===== src/rtl/alu_mc.sv =====
// Multi-cycle ALU: single-cycle logic/arith ops, iterative shift-add MUL,
// valid/ready handshake on both sides with registered result and flags.
module alu_mc #(
  parameter int WIDTH = 8,
  parameter int SHW   = $clog2(WIDTH)
) (
  input  logic             clk,
  input  logic             rst_n,
  input  logic             in_valid,
  output logic             in_ready,
  input  logic [3:0]       opcode,
  input  logic [WIDTH-1:0] a,
  input  logic [WIDTH-1:0] b,
  input  logic             cin,
  output logic             out_valid,
  input  logic             out_ready,
  output logic [WIDTH-1:0] result,
  output logic             zero,
  output logic             neg,
  output logic             carry,
  output logic             ovf,
  output logic             err
);
  localparam int CW = $clog2(WIDTH + 1);

  localparam logic [3:0] OP_ADD = 4'b0000;
  localparam logic [3:0] OP_SUB = 4'b0010;
  localparam logic [3:0] OP_AND = 4'b0100;
  localparam logic [3:0] OP_OR  = 4'b0101;
  localparam logic [3:0] OP_XOR = 4'b0110;
  localparam logic [3:0] OP_NOR = 4'b0111;
  localparam logic [3:0] OP_MUL = 4'b1000;
  localparam logic [3:0] OP_SLT = 4'b1010;
  localparam logic [3:0] OP_SLL = 4'b1100;
  localparam logic [3:0] OP_SRL = 4'b1101;

  typedef enum logic [1:0] {IDLE, BUSY, DONE} state_t;

  state_t               state_q;
  logic [CW-1:0]        cnt_q;
  logic [2*WIDTH-1:0]   acc_q;
  logic [2*WIDTH-1:0]   mcand_q;
  logic [WIDTH-1:0]     mplier_q;
  logic [WIDTH-1:0]     result_q;
  logic                 zero_q, neg_q, carry_q, ovf_q, err_q;

  logic [WIDTH:0]       sum;
  logic [WIDTH-1:0]     diff;
  logic [WIDTH-1:0]     res_d;
  logic                 carry_d, ovf_d, err_d;
  logic                 accept;

  assign in_ready  = rst_n && ((state_q == IDLE) || ((state_q == DONE) && out_ready));
  assign accept    = in_valid && in_ready;
  assign out_valid = (state_q == DONE);
  assign result    = result_q;
  assign zero      = zero_q;
  assign neg       = neg_q;
  assign carry     = carry_q;
  assign ovf       = ovf_q;
  assign err       = err_q;

  assign sum  = {1'b0, a} + {1'b0, b} + {{WIDTH{1'b0}}, cin};
  assign diff = a - b;

  // Single-cycle datapath; MUL result comes from the iterative accumulator.
  always_comb begin
    res_d   = '0;
    carry_d = 1'b0;
    ovf_d   = 1'b0;
    err_d   = 1'b0;
    case (opcode)
      OP_ADD: begin
        res_d   = sum[WIDTH-1:0];
        carry_d = sum[WIDTH];
        ovf_d   = (a[WIDTH-1] == b[WIDTH-1]) && (sum[WIDTH-1] != a[WIDTH-1]);
      end
      OP_SUB: begin
        res_d   = diff;
        carry_d = (a >= b);
        ovf_d   = (a[WIDTH-1] != b[WIDTH-1]) && (diff[WIDTH-1] != a[WIDTH-1]);
      end
      OP_AND: res_d = a & b;
      OP_OR:  res_d = a | b;
      OP_XOR: res_d = a ^ b;
      OP_NOR: res_d = ~(a | b);
      OP_MUL: res_d = '0;
      OP_SLT: res_d = {{(WIDTH-1){1'b0}}, ($signed(a) < $signed(b))};
      OP_SLL: res_d = a << b[SHW-1:0];
      OP_SRL: res_d = a >> b[SHW-1:0];
      default: err_d = 1'b1;
    endcase
  end

  always_ff @(posedge clk) begin
    if (!rst_n) begin
      state_q  <= IDLE;
      cnt_q    <= '0;
      acc_q    <= '0;
      mcand_q  <= '0;
      mplier_q <= '0;
      result_q <= '0;
      zero_q   <= 1'b0;
      neg_q    <= 1'b0;
      carry_q  <= 1'b0;
      ovf_q    <= 1'b0;
      err_q    <= 1'b0;
    end else if (accept) begin
      if (opcode == OP_MUL) begin
        state_q  <= BUSY;
        cnt_q    <= CW'(WIDTH);
        acc_q    <= '0;
        mcand_q  <= {{WIDTH{1'b0}}, a};
        mplier_q <= b;
      end else begin
        state_q  <= DONE;
        result_q <= res_d;
        zero_q   <= (res_d == '0);
        neg_q    <= res_d[WIDTH-1];
        carry_q  <= carry_d;
        ovf_q    <= ovf_d;
        err_q    <= err_d;
      end
    end else begin
      case (state_q)
        BUSY: begin
          // WIDTH add steps, then one extra cycle to publish the product.
          if (cnt_q == '0) begin
            state_q  <= DONE;
            result_q <= acc_q[WIDTH-1:0];
            zero_q   <= (acc_q[WIDTH-1:0] == '0);
            neg_q    <= acc_q[WIDTH-1];
            carry_q  <= |acc_q[2*WIDTH-1:WIDTH];
            ovf_q    <= 1'b0;
            err_q    <= 1'b0;
          end else begin
            if (mplier_q[0]) acc_q <= acc_q + mcand_q;
            mcand_q  <= mcand_q << 1;
            mplier_q <= mplier_q >> 1;
            cnt_q    <= cnt_q - CW'(1);
          end
        end
        DONE: if (out_ready) state_q <= IDLE;
        default: ;
      endcase
    end
  end
endmodule


===== config.mk =====
export PLATFORM = sky130hd
export DESIGN_NAME = alu_mc
export DESIGN_NICKNAME = d
export VERILOG_FILES = /design/src/rtl/alu_mc.sv
export SDC_FILE = /design/constraint.sdc
export NUM_CORES = 1
export LEC_CHECK = 0
export CORE_ASPECT_RATIO = 2
export CORE_MARGIN = 8
export CORE_UTILIZATION = 30
export CTS_CLUSTER_SIZE = 24
export DETAILED_ROUTE_END_ITERATION = 7
export PLACE_DENSITY = 0.43
export RECOVER_POWER = 100
export SLEW_MARGIN = 10
export SYNTH_ARGS = -nofsm -noshare
export SYNTH_HDL_FRONTEND = slang
export SYNTH_SLANG_ARGS = --single-unit
export TNS_END_PERCENT = 10

===== constraint.sdc =====
create_clock -name clk -period 3.16 [get_ports clk]
set_clock_uncertainty 0.1 [all_clocks]
set_input_delay 0.79 -clock clk [delete_from_list [all_inputs] [get_ports clk]]
set_output_delay 0.79 -clock clk [all_outputs]
set_load 0.005 [all_outputs]

==> results.json <==
{
  "status": "complete, no violations",
  "crit_chain": "clkdlybuf4s50_1, clkinv_1, ha_1, buf_4, o311a_1, or4_1, a31oi_1, o211ai_1, nor3_1, a41o_1",
  "r2r_slack_ns": 0.39,
  "seqPwrFrac_pct": 32.3,
  "nets": 818,
  "p_leak_nw": 2.78,
  "cts_sinks": 58,
  "hold_viol": 0,
  "r2r_end": "acc_q[14]$_SDFFE_PN0P_",
  "wire_per_inst_um": 17.8,
  "grt_util_all_layers_pct": 16.3,
  "finalWirelength_um": 17100,
  "area.sequential_um2": 1160,
  "synth_seq_area_share_pct": 23.2,
  "grt_pass1_wl_um": 27400,
  "synthFlopType": "dfxtp_1",
  "end_kind": "flip-flop",
  "min_path_cells": 2,
  "reg2regPathDepth": 10,
  "slowest_stage": "clkdlybuf4s50_1",
  "fin_hold_ws_ns": 0.350,
  "ys_types": 71,
  "cts_buffers": 9,
  "core_area_um2": 16600,
  "fin_crit_sh_pct": 99.7,
  "slew_violations": 0,
  "synthesis.nets": 707,
  "tightest_slew_ns": 0.707,
  "power_w": 0.00232,
  "worstReg2RegStart": "mcand_q[0]$_SDFFE_PN0P_",
  "slew_headroom_pct": 52.7,
  "gp_congestion": 0.884,
  "fillers": 1776,
  "cp-start-kind": "input pin",
  "ir_drop_mv": 0.259,
  "antenna_found_initial": 0,
  "crit_fanout": 6,
  "dp_hpwl_um": 13400,
  "finalSetupViolations": 0,
  "fp.dieH_um": 199,
  "htree_num_levels": 3,
  "min_to": "result[3]$_SDFFE_PN0P_",
  "timing.fmax_ghz": 0.317,
  "vias_per_cell": 5.36,
  "timing.setup.tns_ns": 0,
  "crit_required_ns": 3.34,
  "first_global_vias": 4983,
  "drtIter0Drc": 254,
  "p_sw_share_pct": 29.5,
  "area_growth_pct": 33.4,
  "ys_warn_count": 0,
  "fp-row-count": 67,
  "ys_ff_latch": 58,
  "p_int_w": 0.00163,
  "path_clk_slew_ns": 0.06,
  "hold_start": "result[3]$_SDFFE_PN0P_",
  "worstSetupPathType": "in -> reg",
  "clock_path_buffers": 2,
  "dr.pass1.iters": 5,
  "drc": 0,
  "drtAntennaViolNets": 0,
  "postSynthAreaPerCell_um2": 7.88,
  "num_vias": 5143,
  "start_util_pct": 30.2,
  "multi_input_area_um2": 3610,
  "die-width_um": 107,
  "switchingPower_w": 0.000683,
  "boundaryPins": 40,
  "clk_latency_ns": 0.33,
  "num_antenna_cells": 0,
  "io_buffers": 39,
  "comb_power_share_pct": 24.9,
  "clockPowerShare_pct": 42.8,
  "dp.cells": 943,
  "cts_root_buf": "clkbuf_16",
  "overflow": 0,
  "fin_crit_ns": 3.15,
  "worstHoldPathType": "reg -> reg",
  "final_common_cell": "buf_4",
  "synth-edff-count": 0,
  "slowest_delay_ns": 0.48,
  "rsz0062_at_grt": "true",
  "syn_inst": 636,
  "async_flop_share_pct": 0,
  "cts_setup_buffers": 0,
  "layout_common_cells": "buf_4 (90), nor2_1 (70), nand2_1 (61)",
  "grt_max_degree": 57,
  "finalNonFillerCells": 959,
  "drive_gt1_share_pct": 20.3,
  "p_per_area_nw_per_um2": 347,
  "dieArea_um2": 21300,
  "cts_tree": "built",
  "netlist_area_um2": 5010,
  "arrival_ns": 3.33,
  "max_cap_violations": 0
}
-- repair_timing --
item,4_1_cts,5_1_grt
gates resized for setup,8,15
setup endpoints to repair,7,9
gates cloned,0,0
hold buffers,0,0
pin swaps,3,6
-- power groups by stage --
| stage | Clock [W] | Sequential, W | Combinational, W |
|---|---|---|---|
| detailed placement | 0 | 0.000765 | 0.000560 |
| finish | 0.000991 | 0.000749 | 0.000577 |
| CTS | 0.00101 | 0.000749 | 0.000567 |
| global route | 0.00105 | 0.000749 | 0.000626 |
| global placement | 0 | 0.000765 | 0.000561 |
| floorplan | 0 | 0.000762 | 0.000294 |
-- cells by family (layout without fill, tap and decap cells) --
kind of cell	after synthesis	after routing	share of synthesized area, %
XOR/XNOR	23	23	4.02
multiplexers	26	26	7.52
buffers and inverters	77	193	6.37
adder cells (fa/ha/maj)	46	46	12.1
flip-flops	58	58	23.2
AND/OR/NAND/NOR	232	232	22.3
AO/OA/AOI/OAI	174	174	24.5
-- cell usage after synthesis, types with 11 or more instances --
library cell,n,area [um2]
a21oi_1,40,200
a22oi_1,14,105
a311oi_1,11,96.3
buf_2,12,60.1
clkbuf_1,24,90.1
dfxtp_1,58,1160
ha_1,42,526
inv_1,34,128
mux2i_1,14,140
nand2_1,61,229
nand3_1,17,85.1
nor2_1,70,263
nor3_1,18,90.1
nor4_1,11,68.8
o21ai_0,26,130
xnor2_1,16,140
-- layout make-up --
type	instances	share of cell area (%)
clock buffers	9	3.37
clock inverters	7	1.18
inverters	35	1.97
multi-input cells	501	54.1
flip-flops and latches	58	17.4
well taps	207	3.88
repair buffers	142	18.1
-- state kept, by name (all words and copies together), names as in the netlist --
register and flops:
ovf 1, mcand_q 16, acc_q 16, zero 1, cnt_q 4, result 8
carry 1, state_q 2, mplier_q 8, err 1
-- stage by stage --
step	cell area [um2]	setup WS [ns]	utilization, %
CTS	6650	0.00771	40.0
global route	6680	-0.0899	40.3
global placement	6320	-0.571	38.1
detailed placement	6320	-0.600	38.1
floorplan	5010	0.161	-
finish	6680	0.00812	40.3
-- worst max-delay path by stage --
stage | from | endpoint | slack (ns) | cells past startpoint
6_report | b[2] | zero$_SDFFE_PN0P_ | 0.008 | 10
5_1_grt | b[2] | carry$_SDFFE_PN0P_ | -0.09 | 10
4_1_cts | b[1] | zero$_SDFFE_PN0P_ | 0.008 | 11
3_5_place_dp | a[0] | result[6]$_SDFFE_PN0P_ | -0.60 | 12
3_3_place_gp | a[0] | result[6]$_SDFFE_PN0P_ | -0.57 | 12
2_1_floorplan | b[1] | result[7]$_SDFFE_PN0P_ | 0.16 | 10
-- routing by layer --
| metal | track usage [%] | routed length, um | vias up |
|---|---|---|---|
| met1 | 22.1 | 8060 | 2460 |
| li1 | - | - | 2561 |
| met3 | 1.98 | 676 | 15 |
| met5 | 0 | 0 | - |
| met2 | 26.3 | 8130 | 107 |
| met4 | 4.61 | 210 | 0 |
-- worst max-delay path, delay by kind of cell --
kind | cells | cell delay (ns)
compound gates | 4 | 0.85
buf+inv | 3 | 0.75
simple gates | 2 | 0.61
fa+ha+maj | 1 | 0.34
Note: power is estimated with default switching activity, not from simulation.
